`src/rtl/sctag_snpq_seq.sv`:
```
// Sequencer for the two-entry JBI snoop/DMA request queue: tracks the
// four-beat request, drives per-entry beat enables and queue pointers.
// Ports: rclk/reset (async, active high), se/si/so scan,
//   jbi_sctag_req_vld (header-1 beat), arbctl_snpsel_c1 (entry consumed);
//   snp_*_wen{0,1}_s* beat enables, snpctl_wr_ptr, snpctl_rd_ptr,
//   snpq_arbctl_vld_px1 (head entry pending), sctag_jbi_iq_dequeue
//   (credit return), snpq_err (sticky protocol error).
// Optional: define SCTAG_SNPQ_ERRCHK_EN to build the protocol checker;
//   otherwise snpq_err is tied to 0.
module sctag_snpq_seq (
  input  logic rclk,
  input  logic reset,
  input  logic se,
  input  logic si,
  output logic so,
  input  logic jbi_sctag_req_vld,
  input  logic arbctl_snpsel_c1,
  output logic snp_hdr1_wen0_s0,
  output logic snp_hdr2_wen0_s1,
  output logic snp_data1_wen0_s2,
  output logic snp_data2_wen0_s3,
  output logic snp_hdr1_wen1_s0,
  output logic snp_hdr2_wen1_s1,
  output logic snp_data1_wen1_s2,
  output logic snp_data2_wen1_s3,
  output logic snpctl_wr_ptr,
  output logic snpctl_rd_ptr,
  output logic snpq_arbctl_vld_px1,
  output logic sctag_jbi_iq_dequeue,
  output logic snpq_err
);

  typedef enum logic [1:0] {
    IDLE,
    HDR2,
    DATA1,
    DATA2
  } state_t;

  state_t     state;
  state_t     state_nxt;
  logic       wr_ptr;
  logic       rd_ptr;
  logic [1:0] vld;
  logic [1:0] vld_nxt;
  logic       deq;
  logic       scan;
  logic       full;
  logic       req_ok;
  logic       sel_ok;
  logic [3:0] beat;
  logic [3:0] en0;
  logic [3:0] en1;

  // In IDLE the write FSM holds no entry, so occupancy is just the
  // valid count; a request is accepted only when a slot is free.
  assign full   = &vld;
  assign req_ok = (state == IDLE) & jbi_sctag_req_vld & ~full;
  assign sel_ok = arbctl_snpsel_c1 & vld[rd_ptr];

  always_comb begin
    state_nxt = state;
    beat      = 4'b0000;
    vld_nxt   = vld;
    unique case (state)
      IDLE: begin
        beat[0] = req_ok;
        if (req_ok) state_nxt = HDR2;
      end
      HDR2: begin
        beat[1]   = 1'b1;
        state_nxt = DATA1;
      end
      DATA1: begin
        beat[2]   = 1'b1;
        state_nxt = DATA2;
      end
      DATA2: begin
        beat[3]   = 1'b1;
        state_nxt = IDLE;
      end
    endcase
    // Entry being written is never the valid head, so the set and
    // clear below never target the same bit.
    if (state == DATA2) vld_nxt[wr_ptr] = 1'b1;
    if (sel_ok) vld_nxt[rd_ptr] = 1'b0;
    // Enables are combinational; hold them low while reset is asserted.
    en0 = beat & {4{~wr_ptr & ~reset}};
    en1 = beat & {4{wr_ptr & ~reset}};
  end

  always_ff @(posedge rclk or posedge reset) begin
    if (reset) begin
      state  <= IDLE;
      wr_ptr <= 1'b0;
      rd_ptr <= 1'b0;
      vld    <= 2'b00;
      deq    <= 1'b0;
      scan   <= 1'b0;
    end else begin
      state  <= state_nxt;
      wr_ptr <= wr_ptr ^ (state == DATA2);
      rd_ptr <= rd_ptr ^ sel_ok;
      vld    <= vld_nxt;
      deq    <= sel_ok;
      scan   <= se ? si : scan;
    end
  end

`ifdef SCTAG_SNPQ_ERRCHK_EN
  logic err;
  logic err_set;

  assign err_set = (jbi_sctag_req_vld & (state != IDLE))
                 | (jbi_sctag_req_vld & (state == IDLE) & full)
                 | (arbctl_snpsel_c1 & ~vld[rd_ptr]);

  always_ff @(posedge rclk or posedge reset) begin
    if (reset) err <= 1'b0;
    else       err <= err | err_set;
  end

  assign snpq_err = err;
`else
  assign snpq_err = 1'b0;
`endif

  assign snp_hdr1_wen0_s0     = en0[0];
  assign snp_hdr2_wen0_s1     = en0[1];
  assign snp_data1_wen0_s2    = en0[2];
  assign snp_data2_wen0_s3    = en0[3];
  assign snp_hdr1_wen1_s0     = en1[0];
  assign snp_hdr2_wen1_s1     = en1[1];
  assign snp_data1_wen1_s2    = en1[2];
  assign snp_data2_wen1_s3    = en1[3];
  assign snpctl_wr_ptr        = wr_ptr;
  assign snpctl_rd_ptr        = rd_ptr;
  assign snpq_arbctl_vld_px1  = vld[rd_ptr];
  assign sctag_jbi_iq_dequeue = deq;
  assign so                   = scan;

endmodule

```
`config.mk`:
```
export PLATFORM = sky130hd
export DESIGN_NAME = sctag_snpq_seq
export DESIGN_NICKNAME = d
export VERILOG_FILES = /design/src/rtl/sctag_snpq_seq.sv
export SDC_FILE = /design/constraint.sdc
export NUM_CORES = 1
export LEC_CHECK = 0
export ABC_AREA = 1
export CELL_PAD_IN_SITES_DETAIL_PLACEMENT = 0
export CELL_PAD_IN_SITES_GLOBAL_PLACEMENT = 1
export CORE_MARGIN = 4
export CORE_UTILIZATION = 30
export CTS_BUF_LIST = sky130_fd_sc_hd__clkbuf_8
export CTS_CLUSTER_DIAMETER = 100
export DETAILED_ROUTE_END_ITERATION = 16
export PLACE_DENSITY_LB_ADDON = 0.1
export SLEW_MARGIN = 25
export SYNTH_ARGS = -nofsm -noshare
export SYNTH_HDL_FRONTEND = slang
export SYNTH_SLANG_ARGS = --single-unit
export TNS_END_PERCENT = 20
```
`constraint.sdc`:
```
create_clock -name rclk -period 1.5 [get_ports rclk]
set_input_delay 0.3 -clock rclk [delete_from_list [all_inputs] [get_ports rclk]]
set_output_delay 0.3 -clock rclk [all_outputs]
set_load 0.02 [all_outputs]
```
==> results.cfg, run 1 <==
[sta]
setup_ws_ps = -19.1
holdWs_ps = 392
fin_crit_sh = 1.01
fin_skew_ps = 2.80
period_minus_slack_ps = 1520
max_freq_ghz = 0.658
setup_viol = 3
slew_viol_final = 0
finalHoldViolCount = 0
rsz0062_at_grt = true

[worst_setup_path]
end_kind = primary output
crit_arrival_ps = 1220
worstPathMaxFanout = 3
critPathLaunchType = flop
cp.required_ps = 1200
path_class = reg2out
reg2reg_depth = 7
worst-r2r-setup-slack_ps = 220
worstReg2RegStart = state[0]
timing.rr.end = vld[0]

[placement]
hpwl_um = 849
dp_slack_ps = -410
numPortBuffers = 18
gp_congestion = 0.792

[floorplanning]
ios = 20
dieArea_um2 = 2300
die_w_um = 47.9
coreArea_um2 = 1510
rows = 14
die_y_um = 47.9
initial_core_util = 0.317

[pwr]
p_leak_nw = 0.444
p_comb_frac = 0.634
ir_worst_vdd_mv = 1.01
switchingPower_uw = 685
powerDensity_nw_per_um2 = 2070
intPower_mw = 1.02
seq_power_share = 0.220
switching_share = 0.403
p_clk_frac = 0.146

[cells_and_area]
mostFrequentLayoutCells = 20 x buf_4, 14 x nand2_1, 8 x nor2_1, 8 x dfrtp_1, 7 x clkdlybuf4s50_1
drive_above_1_share = 0.421
regArea_um2 = 200
final_common_cell = buf_4
final_nets = 108
area_growth_pct = 72.3
antenna_cells = 0
final_util = 0.547
multi_input_area_um2 = 262
nFillCells = 150

[clocking]
cts_tree = built
hold_buffers = 0
root_buffer = clkbuf_8
post-cts-setup-buffers = 0
clkSinkCount = 8
ctsHtreeMaxLevel = 1
insertion_delay_ps = 220
clock_path_buffers = 2
path_clk_slew_ps = 40
cts_buffers = 3

[detailed_routing]
finalWirelength_mm = 1.00
post_drt_wl_per_cell_um = 9.02
num_vias = 473
drtIter0Drc = 6
vias_per_cell = 4.26
drc = 0
ant_nets = 0
dr.pass1.iters = 4

[synth]
synth_top_cell_area_share = 0.419
synth-seq-area-share = 0.419
avgSynthCellArea_um2 = 7.84
yosys_warnings = 0
mappedNetlistArea_um2 = 478
synth_largest_area_cell = dfrtp_1
ys_ff_latch = 8
synth_cell_types = 16
syn-num-nets = 72
synthCells = 61
synth.area.top_cells = dfrtp_1 42%, ha_1 13%, nand2_1 12%

[global_routing]
grt_pass1_wl_mm = 1.56
grt_pass1_vias = 403
antenna_found_initial = 0
grt-ovfl-total = 0
grt_use_total = 0.101
grt_max_degree = 9

[job]
drv_cap = 0

[outcome]
violations = setup timing
outcome = finished with violations

[min_path]
hp-class = in2async
-- through the flow --
stage,power [mW],TNS (ps),cell area [um2],std cells
floorplan,0.889,0,478,61
global placement,1.42,-3160,776,108
detailed placement,1.43,-3200,776,108
CTS,1.63,-205,783,111
global route,1.88,-602,823,111
finish,1.70,-39.7,823,111
-- synth_stat cells --
library cell,count
nand2_1,15
inv_1,10
nor2_1,9
dfrtp_1,8
ha_1,5
nand3_1,4
a21boi_0,1
buf_4,1
clkinv_1,1
conb_1,1
mux2_2,1
nand2_2,1
o21ai_0,1
o21bai_1,1
or2_2,1
xor2_1,1
-- power by group through the flow --
stage	Sequential, mW	Combinational, mW	Clock (mW)
CTS	0.373	1.00	0.257
global placement	0.371	1.05	0
finish	0.374	1.08	0.248
floorplan	0.451	0.439	0
detailed placement	0.373	1.06	0
global route	0.391	1.21	0.275
-- timing repair --
item / 4_1_cts / 5_1_grt
setup endpoints to repair: 11 / 9
gates resized for setup: 41 / 17
pin swaps: 0 / 7
-- logic make-up (layout without fill, tap and decap cells) --
group                      Yosys count  after routing  synth area share
AOI/OAI and AO/OA                    3              3            0.0419
xor gates and xnor gates             1              1            0.0183
adders and majority gates            5              5             0.131
buffers and inverters               12             46             0.102
DFF                                  8              8             0.419
muxes                                1              1            0.0236
other                                1              1           0.00785
and+or+nand+nor                     30             30             0.257
-- worst max-delay path by stage --
| stage | startpoint | endpoint | slack (ps) |
|---|---|---|---|
| final | state[0] | snp_hdr1_wen1_s0 | -20 |
| after global routing | state[0] | snp_hdr1_wen1_s0 | -120 |
| after CTS | state[0] | snp_hdr1_wen0_s0 | -60 |
| after detailed placement | reset | snp_data1_wen0_s2 | -410 |
| after global placement | reset | snp_data1_wen0_s2 | -410 |
| after floorplan | state[0] | snp_hdr1_wen0_s0 | 60 |
-- state kept, by name, summed over array words and instances, names as in the netlist --
signal,cells
so,1
snpctl_rd_ptr,1
vld,2
snpctl_wr_ptr,1
sctag_jbi_iq_dequeue,1
state,2
-- routing by layer --
metal | share of wire | track usage
met1 | 0.41 | 0.125
met2 | 0.45 | 0.148
met3 | 0.13 | 0.0564
met4 | 0.0080 | 0.0323
met5 | 0 | 0
-- layout make-up --
type	count	area share
Tap cell	16	0.0243
Multi-Input combinational cell	41	0.318
Sequential cell	8	0.243
Clock buffer	3	0.0502
Inverter	11	0.0502
Timing Repair Buffer	32	0.315
-- worst max-delay path, cell delays in order, from the launching register on --
cell	delay, ps
dfrtp_1	380
inv_2	90
ha_4	130
nand2_2	40
inv_2	40
nand2_2	70
nor2_1	100
buf_4	140
(Power assumes the default switching activity.)
==> run 2: changes to the inputs <==
==> constraint.sdc (replaced) <==
create_clock -name rclk -period 1.5 [get_ports rclk]
set_input_delay 0.3 -clock rclk [delete_from_list [all_inputs] [get_ports rclk]]
set_output_delay 0.3 -clock rclk [all_outputs]
set_load 0.1 [all_outputs]
==> results.cfg, run 2 (synthesized netlist as in run 1, its figures left out) <==
[clocking]
clkSinkCount = 8
cts_tree = built
root_buffer = clkbuf_8
cts_buffers = 3
hold_buffers = 0
insertion_delay_ps = 230
path_clk_slew_ps = 40
clock_path_buffers = 2
ctsHtreeMaxLevel = 1

[detailed_routing]
drtIter0Drc = 3
finalWirelength_mm = 1.10
num_vias = 473
post_drt_wl_per_cell_um = 10.3
vias_per_cell = 4.42
drc = 0
ant_nets = 0
dr.pass1.iters = 3

[cells_and_area]
final_common_cell = buf_12
final_cells = 107
mostFrequentLayoutCells = 13 x buf_12, 11 x nand2_1, 10 x buf_4
drive_above_1_share = 0.593
final_nets = 104
multi_input_area_um2 = 352
nFillCells = 114
area_growth_pct = 120
regArea_um2 = 205
top_regs = state (2), vld (2)
antenna_cells = 0

[sta]
fin_skew_ps = 3.24
finalHoldViolCount = 0
fin_crit_sh = 1.08
period_minus_slack_ps = 1630
max_freq_ghz = 0.615
tns_ps = -868
rsz0062_at_grt = true
setup_viol = 8
setup_ws_ps = -127
slew_viol_final = 0

[worst_setup_path]
path_depth = 5
end_kind = primary output
crit_family = buffers and inverters
path_class = reg2out
crit_arrival_ps = 1330
crit_path_max_incr_delay_ps = 390
worstPathMaxFanout = 4
reg2reg_depth = 6
cp_num_buf_inv = 3
slowest_stage = dfrtp_1
cp.required_ps = 1200
crit_chain = buf_4 -> ha_1 -> inv_2 -> nor2_4 -> buf_12
critPathLaunchType = flop

[floorplanning]
die_w_um = 47.9
coreArea_um2 = 1510
rows = 14
initial_core_util = 0.317
ios = 20
die_y_um = 47.9
dieArea_um2 = 2300

[global_routing]
grt_max_degree = 9
grt_use_total = 0.121
grt-ovfl-total = 0
grt_pass1_vias = 428
grt_pass1_wl_mm = 1.80
antenna_found_initial = 0

[placement]
gp_congestion = 0.753
place_inst = 98
numPortBuffers = 18
hpwl_um = 854

[min_path]
hp-class = in2async

[job]
drv_cap = 0

[outcome]
violations = setup timing
outcome = finished with violations
[run 2: stage by stage]
stage          hold WS [ps]  setup WS (ps)  cell area [um2]   util
2_1_floorplan           175           -151              571      -
3_3_place_gp            544          -96.4              923  0.613
3_5_place_dp            544           -108              923  0.613
4_1_cts                 448           -128             1030  0.684
5_1_grt                 463           -175             1050  0.698
6_report                444           -127             1050  0.698
[run 2: final timing paths]
path                           from                end  slack (ps)
setup / recovery           state[0]  snp_data2_wen1_s3        -130
hold / removal                reset      snpctl_wr_ptr         440
setup reg to reg           state[0]           state[0]         230
hold reg to reg              vld[0]             vld[0]         550
max in group asynchronous     reset      snpctl_rd_ptr         910
min in group rclk            vld[0]             vld[0]         550
[run 2: cell type report]
class / count / area share
Timing Repair Buffer: 28 / 0.367
Multi-Input combinational cell: 41 / 0.335
Sequential cell: 8 / 0.195
Inverter: 11 / 0.0452
Clock buffer: 3 / 0.0393
Tap cell: 16 / 0.0190
[run 2: repair_timing]
| action | 4_1_cts | 5_1_grt |
|---|---|---|
| resized for setup | 10 | 2 |
| endpoints found under the setup margin | 8 | 8 |
| buffers inserted | 5 | 1 |
| pin swaps | 7 | 2 |
| hold endpoints to repair | 0 | 0 |
[run 2: layer usage]
layer | GRT usage | wire length (um)
met1 | 0.137 | 459
met2 | 0.187 | 525
met3 | 0.0564 | 97
met4 | 0.0645 | 18
met5 | 0 | 0
[run 2: worst min-delay path: stages]
cell             delay (ps)
clkdlybuf4s50_1         410
inv_2                   110
buf_4                   190
Power of run 2 is not shown: default switching activity piles up to over one toggle a cycle in this logic, so the estimate is an artifact.
